<file path="config.mk">
export PLATFORM = sky130hd
export DESIGN_NAME = tuple_skid_buffer
export DESIGN_NICKNAME = d
export VERILOG_FILES = /design/src/rtl/tuple_pkg.sv /design/src/rtl/tuple_slot_reg.sv /design/src/rtl/tuple_skid_buffer.sv
export SDC_FILE = /design/constraint.sdc
export NUM_CORES = 1
export LEC_CHECK = 0
export CORE_MARGIN = 8
export CORE_UTILIZATION = 35
export CTS_CLUSTER_DIAMETER = 150
export DETAILED_ROUTE_END_ITERATION = 8
export GPL_ROUTABILITY_DRIVEN = 0
export MAX_ROUTING_LAYER = met4
export SLEW_MARGIN = 20
export SYNTH_ARGS = -nofsm -noshare
export SYNTH_HDL_FRONTEND = slang
export SYNTH_SLANG_ARGS = --single-unit
export TNS_END_PERCENT = 1
</file>
<file path="constraint.sdc">
create_clock -name CLK -period 1.5 [get_ports CLK]
set_input_delay 0.15 -clock CLK [delete_from_list [all_inputs] [get_ports CLK]]
set_output_delay 0.15 -clock CLK [all_outputs]
set_load 0.01 [all_outputs]
</file>
<file path="src/rtl/tuple_pkg.sv">
// Shared types and constants for the {x, y} product stream.
package tuple_pkg;

  localparam int unsigned X_WIDTH  = 8;
  localparam int unsigned Y_WIDTH  = 4;
  localparam int unsigned XY_WIDTH = X_WIDTH + Y_WIDTH;

  localparam logic [X_WIDTH-1:0] INIT_X = 8'hde;
  localparam logic [Y_WIDTH-1:0] INIT_Y = 4'ha;

  // Packed order is {y, x}, so x occupies the LSBs, matching the downstream register.
  typedef struct packed {
    logic [Y_WIDTH-1:0] y;
    logic [X_WIDTH-1:0] x;
  } xy_t;

  localparam xy_t XY_INIT = '{y: INIT_Y, x: INIT_X};

  // The encoding doubles as the occupancy count.
  typedef enum logic [1:0] {
    EMPTY = 2'd0,
    BUSY  = 2'd1,
    FULL  = 2'd2
  } state_t;

endpackage

</file>
<file path="src/rtl/tuple_slot_reg.sv">
// One storage slot of the skid buffer: load-enabled register with async-low reset to INIT.
module tuple_slot_reg
  import tuple_pkg::*;
#(
  parameter int unsigned    W    = XY_WIDTH,
  parameter logic [W-1:0]   INIT = XY_INIT
) (
  input  logic         CLK,
  input  logic         ASYNCRESETN,
  input  logic         i_load,
  input  logic [W-1:0] i_d,
  output logic [W-1:0] o_q
);

  logic [W-1:0] r_q;

  // Capture i_d when loaded; reset returns the slot to its initial value.
  always_ff @(posedge CLK or negedge ASYNCRESETN) begin
    if (!ASYNCRESETN) begin
      r_q <= INIT;
    end else if (i_load) begin
      r_q <= i_d;
    end
  end

  assign o_q = r_q;

endmodule

</file>
<file path="src/rtl/tuple_skid_buffer.sv">
// Two-entry ready/valid skid buffer for the {x, y} product stream.
// I_ready and O_valid depend only on registered state, so no combinational
// ready path crosses the stage.
module tuple_skid_buffer
  import tuple_pkg::*;
#(
  parameter int unsigned          X_WIDTH = tuple_pkg::X_WIDTH,
  parameter int unsigned          Y_WIDTH = tuple_pkg::Y_WIDTH,
  parameter logic [X_WIDTH-1:0]   INIT_X  = tuple_pkg::INIT_X,
  parameter logic [Y_WIDTH-1:0]   INIT_Y  = tuple_pkg::INIT_Y
) (
  input  logic               CLK,
  input  logic               ASYNCRESETN,
  input  logic [X_WIDTH-1:0] I_x,
  input  logic [Y_WIDTH-1:0] I_y,
  input  logic               I_valid,
  output logic               I_ready,
  output logic [X_WIDTH-1:0] O_x,
  output logic [Y_WIDTH-1:0] O_y,
  output logic               O_valid,
  input  logic               O_ready,
  output logic [1:0]         COUNT
);

  localparam int unsigned W = X_WIDTH + Y_WIDTH;

  state_t         r_state;
  state_t         w_state_nxt;
  logic           w_in_fire;
  logic           w_out_fire;
  logic           w_main_load;
  logic           w_main_sel_skid;
  logic           w_skid_load;
  logic [W-1:0]   w_in_packed;
  logic [W-1:0]   w_main_d;
  logic [W-1:0]   w_main_q;
  logic [W-1:0]   w_skid_q;

  assign I_ready     = (r_state != FULL);
  assign O_valid     = (r_state != EMPTY);
  assign COUNT       = r_state;
  assign w_in_fire   = I_valid & I_ready;
  assign w_out_fire  = O_valid & O_ready;
  assign w_in_packed = {I_y, I_x};

  // Next-state and slot-load decisions for the EMPTY/BUSY/FULL occupancy FSM.
  always_comb begin
    w_state_nxt     = r_state;
    w_main_load     = 1'b0;
    w_main_sel_skid = 1'b0;
    w_skid_load     = 1'b0;
    unique case (r_state)
      EMPTY: begin
        if (w_in_fire) begin
          w_main_load = 1'b1;
          w_state_nxt = BUSY;
        end
      end
      BUSY: begin
        if (w_in_fire && w_out_fire) begin
          w_main_load = 1'b1;
        end else if (w_in_fire) begin
          w_skid_load = 1'b1;
          w_state_nxt = FULL;
        end else if (w_out_fire) begin
          w_state_nxt = EMPTY;
        end
      end
      FULL: begin
        if (w_out_fire) begin
          w_main_load     = 1'b1;
          w_main_sel_skid = 1'b1;
          w_state_nxt     = BUSY;
        end
      end
      default: w_state_nxt = EMPTY;
    endcase
  end

  assign w_main_d = w_main_sel_skid ? w_skid_q : w_in_packed;

  // Occupancy state register.
  always_ff @(posedge CLK or negedge ASYNCRESETN) begin
    if (!ASYNCRESETN) begin
      r_state <= EMPTY;
    end else begin
      r_state <= w_state_nxt;
    end
  end

  tuple_slot_reg #(
    .W    (W),
    .INIT ({INIT_Y, INIT_X})
  ) u_main (
    .CLK         (CLK),
    .ASYNCRESETN (ASYNCRESETN),
    .i_load      (w_main_load),
    .i_d         (w_main_d),
    .o_q         (w_main_q)
  );

  tuple_slot_reg #(
    .W    (W),
    .INIT ({INIT_Y, INIT_X})
  ) u_skid (
    .CLK         (CLK),
    .ASYNCRESETN (ASYNCRESETN),
    .i_load      (w_skid_load),
    .i_d         (w_in_packed),
    .o_q         (w_skid_q)
  );

  // Outputs always come from the main slot.
  assign O_x = w_main_q[X_WIDTH-1:0];
  assign O_y = w_main_q[W-1:X_WIDTH];

endmodule

</file>
Yosys cells after proc, flatten, opt, wreduce, memory -nomap -nowiden

Cells that the tools add are included.

Bits in registers: 26
Input bits: 16
Output and inout bits: 16
Logic and storage cells: 30

Equality and inequality tests: 7
Multiplexer cells: 14
Bitwise operators: 2
Reduce and logical (&&, ||, !) cells: 4

Operators by type and width:

| operator             | number |
|---|---|
| $mux W12             | 1 |
| $mux W2              | 5 |
| $ne A2 B2 Y1 const B | 4 |
| $mux W1              | 6 |
| $pmux W2 S3          | 1 |
| $reduce_and A4 Y1    | 1 |
| $ne A3 B3 Y1 const B | 1 |
| $pmux W1 S3          | 1 |
| $and A1 B1 Y1        | 2 |
| $eq A2 B1 Y1 const B | 1 |
| $eq A2 B2 Y1 const B | 1 |
| $logic_not A2 Y1     | 1 |
| $reduce_bool A2 Y1   | 1 |
| $logic_and A1 B1 Y1  | 1 |

Longest topological paths before layout

Gate-level depths: netlist of the first run.

Depth in word-level cells: 6
Gate-level depth with buffers: 4
Depth with buffers taken out: 3

By module

Synthesis of the first run repeated with hierarchy kept, for this count alone.

Cell total of the unflattened synthesis: 76
Area, all modules: 1321.3 µm²

By module, submodules not included:

| module            | instances | cells an instance | area an instance (µm²) | sequential area each (µm²) |
|---|---|---|---|---|
| tuple_slot_reg    | 2         | 25                | 494.2                  | 310.3 |
| tuple_skid_buffer | 1         | 26                | 332.8                  | 50.0 |

Worst setup path before layout of the first run

OpenSTA, ideal clock, no wires.

Path kind: flip-flop to flip-flop
From: register r_state[1], in the netlist COUNT[1]
To: register u_skid.r_q[0], in the netlist u_skid.o_q[0]
Setup time: 125 ps
Arrival time: 1371 ps
Data required time: 1375 ps
Path slack: 4 ps
Cell stages (with the launch flop): 5
Buffers on the path: 1
Period minus slack after synthesis: 1496 ps
Cells stage by stage: dfrtp_1 > nand2b_1 > nor2_1 > buf_4 > mux2_2

Cells in the longest elaborated chain, start to end: 5
Elaborated cells between the ends (all ways): 9
Those cells by class: 2 x eq/ne; 3 x mux; 2 x bitwise; 2 x reduce/logical

Ends and longest elaborated chain:

| element                                            | RTL line                                         | RTL |
|---|---|---|
| from (decl)                                        | tuple_skid_buffer.sv:27                          | `state_t r_state;` |
| from (signal assigned)                             | tuple_skid_buffer.sv:87                          | `r_state <= w_state_nxt;` |
| $ne A2 B2 Y1 or $reduce_bool A2 Y1 (tied branches) | tuple_skid_buffer.sv:39, tuple_skid_buffer.sv:40 |  |
| $and A1 B1 Y1, on equally long branches            | tuple_skid_buffer.sv:42, tuple_skid_buffer.sv:43 |  |
| $mux W1 or $logic_and A1 B1 Y1 (tied branches)     | tuple_skid_buffer.sv:62, tuple_skid_buffer.sv:60 |  |
| $mux W1                                            | tuple_skid_buffer.sv:60                          | `if (w_in_fire && w_out_fire) begin` |
| $mux W1 (*)                                        | tuple_skid_buffer.sv:52                          | `unique case (r_state)` |
| to (signal assigned)                               | tuple_slot_reg.sv:22                             | `r_q <= i_d;` |
| to (decl)                                          | tuple_slot_reg.sv:15                             | `logic [W-1:0] r_q;` |

Mark *: on every way between the ends. The rest lies on a longest branch, timed or not.
A chain may end at the register's enable or synchronous reset.

Worst setup path after layout of the first run

From: register r_state[0], in the netlist COUNT[0]
To: register u_main.r_q[8], in the netlist u_main.o_q[8]

Cells in the longest elaborated chain, start to end: 5
Elaborated cells between the ends (all ways): 14
Those cells by class: 3 x eq/ne; 6 x mux; 2 x bitwise; 3 x reduce/logical

Ends and longest elaborated chain:

| element                                            | RTL line |
|---|---|
| $ne A2 B2 Y1 or $reduce_bool A2 Y1 (tied branches) | tuple_skid_buffer.sv:39, tuple_skid_buffer.sv:40 |
| $and A1 B1 Y1, on equally long branches            | tuple_skid_buffer.sv:42, tuple_skid_buffer.sv:43 |
| $logic_and A1 B1 Y1 or $mux W1 (tied branches)     | tuple_skid_buffer.sv:60, tuple_skid_buffer.sv:70 |
| $mux W1, on equally long branches                  | tuple_skid_buffer.sv:60, tuple_skid_buffer.sv:52 |
| $pmux W1 S3 or $mux W12 (tied branches)            | tuple_skid_buffer.sv:52, tuple_skid_buffer.sv:80 |
| to (signal assigned)                               | tuple_slot_reg.sv:22 |
| to (decl)                                          | tuple_slot_reg.sv:15 |

Parallel ways exist; a longest one is shown, timed or not.

==> results of run 1 <==
==> final timing paths <==
| kind | slack [ns] | from | endpoint | depth (start not counted) |
|---|---|---|---|---|
| setup / recovery | -0.005 | COUNT[0]$_DFFE_PN0P_ | u_main.o_q[8]$_DFFE_PN0P_ | 5 |
| hold / removal | 0.17 | ASYNCRESETN | u_main.o_q[5]$_DFFE_PN0P_ | 2 |
| setup reg to reg | -0.005 | COUNT[0]$_DFFE_PN0P_ | u_main.o_q[8]$_DFFE_PN0P_ | 5 |
| hold reg to reg | 0.52 | u_skid.o_q[4]$_DFFE_PN1P_ | u_main.o_q[4]$_DFFE_PN1P_ | 2 |
| max in group asynchronous | 1.02 | ASYNCRESETN | u_main.o_q[2]$_DFFE_PN1P_ | 2 |
| min in group CLK | 0.38 | I_x[4] | u_main.o_q[4]$_DFFE_PN1P_ | 3 |
==> layout by cell type (no fill, tap or decap) <==
cell | Yosys | final
dlygate4sd2_1 | 0 | 9
nand2b_1 | 2 | 2
dfstp_2 | 16 | 16
nor2b_1 | 2 | 2
or2b_1 | 1 | 1
mux2_4 | 15 | 18
nand3_1 | 1 | 1
dfrtp_1 | 10 | 9
buf_6 | 1 | 1
o21ai_0 | 1 | 1
clkdlybuf4s50_1 | 0 | 19
clkbuf_4 | 0 | 3
mux2_2 | 17 | 16
a31oi_1 | 1 | 1
dfrtp_2 | 0 | 1
a21oi_1 | 2 | 2
nand3b_4 | 1 | 1
buf_4 | 2 | 10
buf_2 | 0 | 2
bufinv_16 | 0 | 1
nand2_1 | 1 | 1
o22ai_1 | 1 | 1
dlymetal6s2s_1 | 0 | 1
mux2i_1 | 1 | 1
nor2_1 | 2 | 1
nor2_2 | 0 | 1
or2_2 | 1 | 1
buf_12 | 0 | 2
o21ai_2 | 0 | 1
==> sequential cells by signal, summed over array words and instances, names as in the netlist <==
signal and flops:
COUNT 2, u_main.o_q 12, u_skid.o_q 12
==> metal layers <==
metal  vias to the layer above  wire length (um)  track usage
met5                         -                 0            -
met4                         0                34       0.0384
met3                         2               102       0.0224
met2                        17              1210        0.152
met1                       405              1070        0.105
li1                        380                 -            -
==> repair_timing <==
action	4_1_cts	5_1_grt
setup endpoints to repair	16	13
gates cloned	0	0
buffers inserted	1	0
resized for setup	19	6
==> critical path, delay by kind of cell, from the launching register on <==
kind / cells / cell delay (ns)
mux: 2 / 0.53
flops: 1 / 0.42
buf+inv: 2 / 0.28
simple gates: 1 / 0.18
==> power by group <==
group	switching [mW]	internal [mW]
clock	0.212	0.270
sequential	0.121	1.06
combinational	0.288	0.539
total	0.620	1.86
==> cell usage after synthesis (all sizes together) <==
cell,number,area [um^2]
mux2,34,439
dfstp,16,420
dfrtp,10,250
buf,3,26.3
a21oi,2,10.0
nand2b,2,12.5
nor2,2,7.51
nor2b,2,12.5
o21ai,2,10.0
a31oi,1,6.26
mux2i,1,10.0
nand2,1,3.75
nand3,1,5.00
nand3b,1,20.0
o22ai,1,6.26
or2,1,6.26
or2b,1,7.51
==> cell families after synthesis <==
logic type,count (synthesis),share of synthesized area
mux,35,0.358
simple gates,11,0.0599
compound gates,6,0.0259
flops,26,0.535
buf+inv,3,0.0210
==> metrics by stage <==
step / hold slack, ns / area [um^2] / cells / util / worst slack, ns
floorplan: -0.146 / 1250 / 81 / - / 0.00401
global placement: 0.485 / 1710 / 167 / 0.505 / -0.148
detailed placement: 0.496 / 1710 / 167 / 0.505 / -0.176
CTS: 0.177 / 1750 / 172 / 0.518 / -0.00890
global route: 0.179 / 1770 / 172 / 0.523 / -0.0370
finish: 0.170 / 1770 / 172 / 0.523 / -0.00492
==> cell type report <==
class	instances	area, um^2
clock buffers	3	22.5
clock inverters	1	30.0
fillers	295	1620
multi-input cells	52	574
flip-flops and latches	26	672
well taps	46	57.6
repair buffers	44	418
==> impl_metrics.yaml, run 1 <==
logic_synthesis:
  synth_nets: 97
  yosysSeqAreaShare: 0.535
  syn-instance-count: 81
  ys_ff_latch: 26
  yosysUniqueCellTypes: 21
  synth_area_um2: 1250
  syn_area_per_cell_um2: 15.5
  yosys_warnings: 0
global_routing:
  antenna_found_initial: 0
  grt_pass1_vias: 856
  grt_util_all_layers: 0.0925
  grt_pass1_wl_um: 3880
  grt_max_degree: 27
  grt_overflow: 0
worst_hold_path:
  hold_class: "input pin to asynchronous set/reset pin"
clocking:
  clock-sinks: 26
  numCtsBuffers: 3
  hold_buffers: 0
  h-tree-depth: 1
  clkLatencyLatePin_ns: 0.32
  cts.clk_slew.worst_paths_ns: 0.15
  cts-root-buf: "clkbuf_4"
  cts_tree: "done"
  clockBufferDepth: 2
floorplanning:
  rows: 21
  die-area_um2: 5750
  io_pins: 32
  die_w_um: 75.9
  die_h_um: 75.9
  core-area_um2: 3390
  start_util: 0.370
sta:
  worst_pin_slew_ns: 0.323
  slew_violations: 0
  finalCriticalPeriod_ns: 1.50
  worst_slack_ns: -0.00492
  timing.final.crit_share: 1.00
  clock_skew_ns: 0.00733
  fmaxAchievable_ghz: 0.664
  rsz0062_at_grt: "true"
  setup_tns_ns: -0.0120
  finalHoldViolCount: 0
  relSlewSlack: 0.784
  setup_viol_count_final: 4
power:
  p_per_area_nw_per_um2: 1400
  total_power_mw: 2.48
  ir_drop_mv: 0.797
  p_leak_nw: 0.814
worst_setup_path:
  crit_chain: "buf_6 -> nand3b_4 -> buf_12 -> mux2_4 -> mux2_4"
  crit_top_cell: "mux2_4"
  worstSetupPathType: "register to register"
  worstPathRequired_ns: 1.73
  cp_max_fo: 6
  crit_slowest_cell: "dfrtp_1"
  end_kind: "register"
  cpPeakStageDelay_ns: 0.42
  cp-start-kind: "register"
  crit_arrival_ns: 1.73
drt:
  drt_iter0_drc: 20
  drt_first_pass_iters: 4
  remaining_drc_errors: 0
  via_count: 804
  detail_route.wl_per_cell_um: 14.1
  routed_wl_um: 2420
  viasPerCell: 4.67
  ant_nets: 0
final_layout:
  diodes: 0
  drive_gt1_frac: 0.587
  area_delta_synth_final_pct: 41.5
  nNetsFinal: 143
placement:
  portBuffers: 31
  dp_hpwl_um: 1830
job:
  max_cap_viol_count: 0
outcome:
  status: "complete, but fails checks"
  violations: "setup timing"
No activity file was read; power rests on OpenSTA's default activity.
==> inputs of run 2 (changes only) <==
- CTS_BUF_LIST: unset -> sky130_fd_sc_hd__clkbuf_8 sky130_fd_sc_hd__clkbuf_16
- clock period: 1.5 -> 1.6 ns (I/O delays scaled with it)
==> impl_metrics.yaml, run 2 (same netlist as run 1, synthesis figures left out) <==
placement:
  pre_cts_ws_ns: -0.0796
  dp_hpwl_um: 1820
  portBuffers: 31
final_layout:
  diodes: 0
  regArea_um2: 673
  area_delta_synth_final_pct: 43.2
  drive_gt1_frac: 0.565
  fillCellCount: 286
  postLayoutCoreUtil: 0.530
  final_cell_mix: "clkdlybuf4s50_1 (29), mux2_2 (17), dfstp_2 (16)"
  final_common_cell: "clkdlybuf4s50_1"
  nNetsFinal: 141
  multiInputGateArea_um2: 571
power:
  p_leak_nw: 0.775
  internal_power_mw: 1.86
  p_per_area_nw_per_um2: 1360
  total_power_mw: 2.44
  seq_power_share: 0.456
  p_sw_mw: 0.587
  power_frac_comb: 0.323
  clkPwrFrac: 0.221
  sw_frac_of_total: 0.240
  ir_drop_mv: 0.488
floorplanning:
  die-area_um2: 5750
  die_h_um: 75.9
  die_w_um: 75.9
  core-area_um2: 3390
  rows: 21
  start_util: 0.370
  io_pins: 32
global_routing:
  grt_overflow: 0
  grt_max_degree: 27
  grt_pass1_wl_um: 3910
  grt_pass1_vias: 848
  antenna_found_initial: 0
  grt_util_all_layers: 0.0936
sta:
  relSlewSlack: 0.788
  finalCriticalPeriod_ns: 1.52
  setup_viol_count_final: 0
  worst_pin_slew_ns: 0.318
  finalHoldViolCount: 0
  clock_skew_ns: 0.00403
  rsz0062_at_grt: "false"
  slew_violations: 0
  timing.final.crit_share: 0.951
  fmaxAchievable_ghz: 0.657
  worst_slack_ns: 0.0778
  setup_tns_ns: 0
worst_setup_path:
  worstPathRequired_ns: 1.76
  worstSetupPathType: "register to register"
  crit_slowest_cell: "dfrtp_2"
  cp_max_fo: 7
  crit_top_cell: "mux2_2"
  r2r-end: "u_main.o_q[0]$_DFFE_PN0P_"
  r2r_cells: 5
  cp_top_family: "multiplexers"
  end_kind: "register"
  r2r-start: "COUNT[1]$_DFFE_PN0P_"
  crit_arrival_ns: 1.68
  reg2reg_setup_slack_ns: 0.08
  cpPeakStageDelay_ns: 0.42
  cp-start-kind: "register"
  critPathBufInv: 2
  crit_chain: "buf_4 -> nand3b_4 -> buf_12 -> mux2_2 -> mux2_2"
clocking:
  h-tree-depth: 1
  cts_tree: "done"
  clockBufferDepth: 2
  numCtsBuffers: 3
  hold_buffers: 0
  clkLatencyLatePin_ns: 0.27
  cts.clk_slew.worst_paths_ns: 0.09
  cts-root-buf: "clkbuf_8"
  clock-sinks: 26
drt:
  routed_wl_um: 2410
  ant_nets: 0
  detail_route.wl_per_cell_um: 14.2
  drt_iter0_drc: 7
  drt_first_pass_iters: 2
  via_count: 769
  remaining_drc_errors: 0
  viasPerCell: 4.52
worst_hold_path:
  hold_class: "input pin to asynchronous set/reset pin"
job:
  max_cap_viol_count: 0
outcome:
  status: "complete, no violations"
==> run 2: how the worst max path moves through the flow <==
stage                            endpoint  depth (start not counted)                  from
6_report        u_main.o_q[0]$_DFFE_PN0P_                          5  COUNT[1]$_DFFE_PN0P_
5_1_grt         u_main.o_q[1]$_DFFE_PN1P_                          5  COUNT[1]$_DFFE_PN0P_
4_1_cts         u_main.o_q[0]$_DFFE_PN0P_                          5  COUNT[1]$_DFFE_PN0P_
3_5_place_dp   u_main.o_q[10]$_DFFE_PN0P_                          5               O_ready
3_3_place_gp    u_main.o_q[8]$_DFFE_PN0P_                          5               O_ready
2_1_floorplan   u_skid.o_q[0]$_DFFE_PN0P_                          4  COUNT[1]$_DFFE_PN0P_
==> run 2: area by class of cell <==
type	count	area share
tap	46	0.0321
clock buffer	3	0.0230
clock inverter	1	0.0167
timing repair buffer	42	0.236
sequential	26	0.375
multi-input combinational	52	0.318
==> run 2: timing repair <==
item                                    in CTS  in global routing
endpoints found under the setup margin       2                 13
buffers inserted                             1                  0
pin swaps                                    0                  1
gates resized for setup                      4                  5
==> run 2: stage by stage <==
stage	hold slack [ns]	std cells	instance area (um^2)
final	0.242	170	1800
after global routing	0.259	170	1800
after CTS	0.250	170	1770
after detailed placement	0.498	165	1700
after global placement	0.487	165	1700
after floorplan	-0.136	81	1250
==> run 2: per-layer routing <==
metal  up-vias  track usage  wire [um]
li1        376            -          -
met1       377        0.104        983
met2        14        0.156       1290
met3         2       0.0158         92
met4         0       0.0512         38
met5         -            -          0
==> run 2: worst reg2reg max path, cell delays in order (launching register included) <==
cell and delay (ns):
dfrtp_2 0.42, buf_4 0.16, nand3b_4 0.11, buf_12 0.14, mux2_2 0.33, mux2_2 0.26
==> run 2: power by group through the flow <==
stage	Combinational (mW)	Sequential (mW)	Clock [mW]
final	0.791	1.11	0.540
after global routing	0.855	1.16	0.592
after CTS	0.791	1.12	0.566
after detailed placement	0.789	1.13	0
after global placement	0.779	1.12	0
after floorplan	0.374	1.16	0
==> inputs of run 3 (changes only) <==
- CAP_MARGIN: unset -> 20
==> results of run 3 <==
The final DEF is identical to that of run 2; final timing and power are the same.
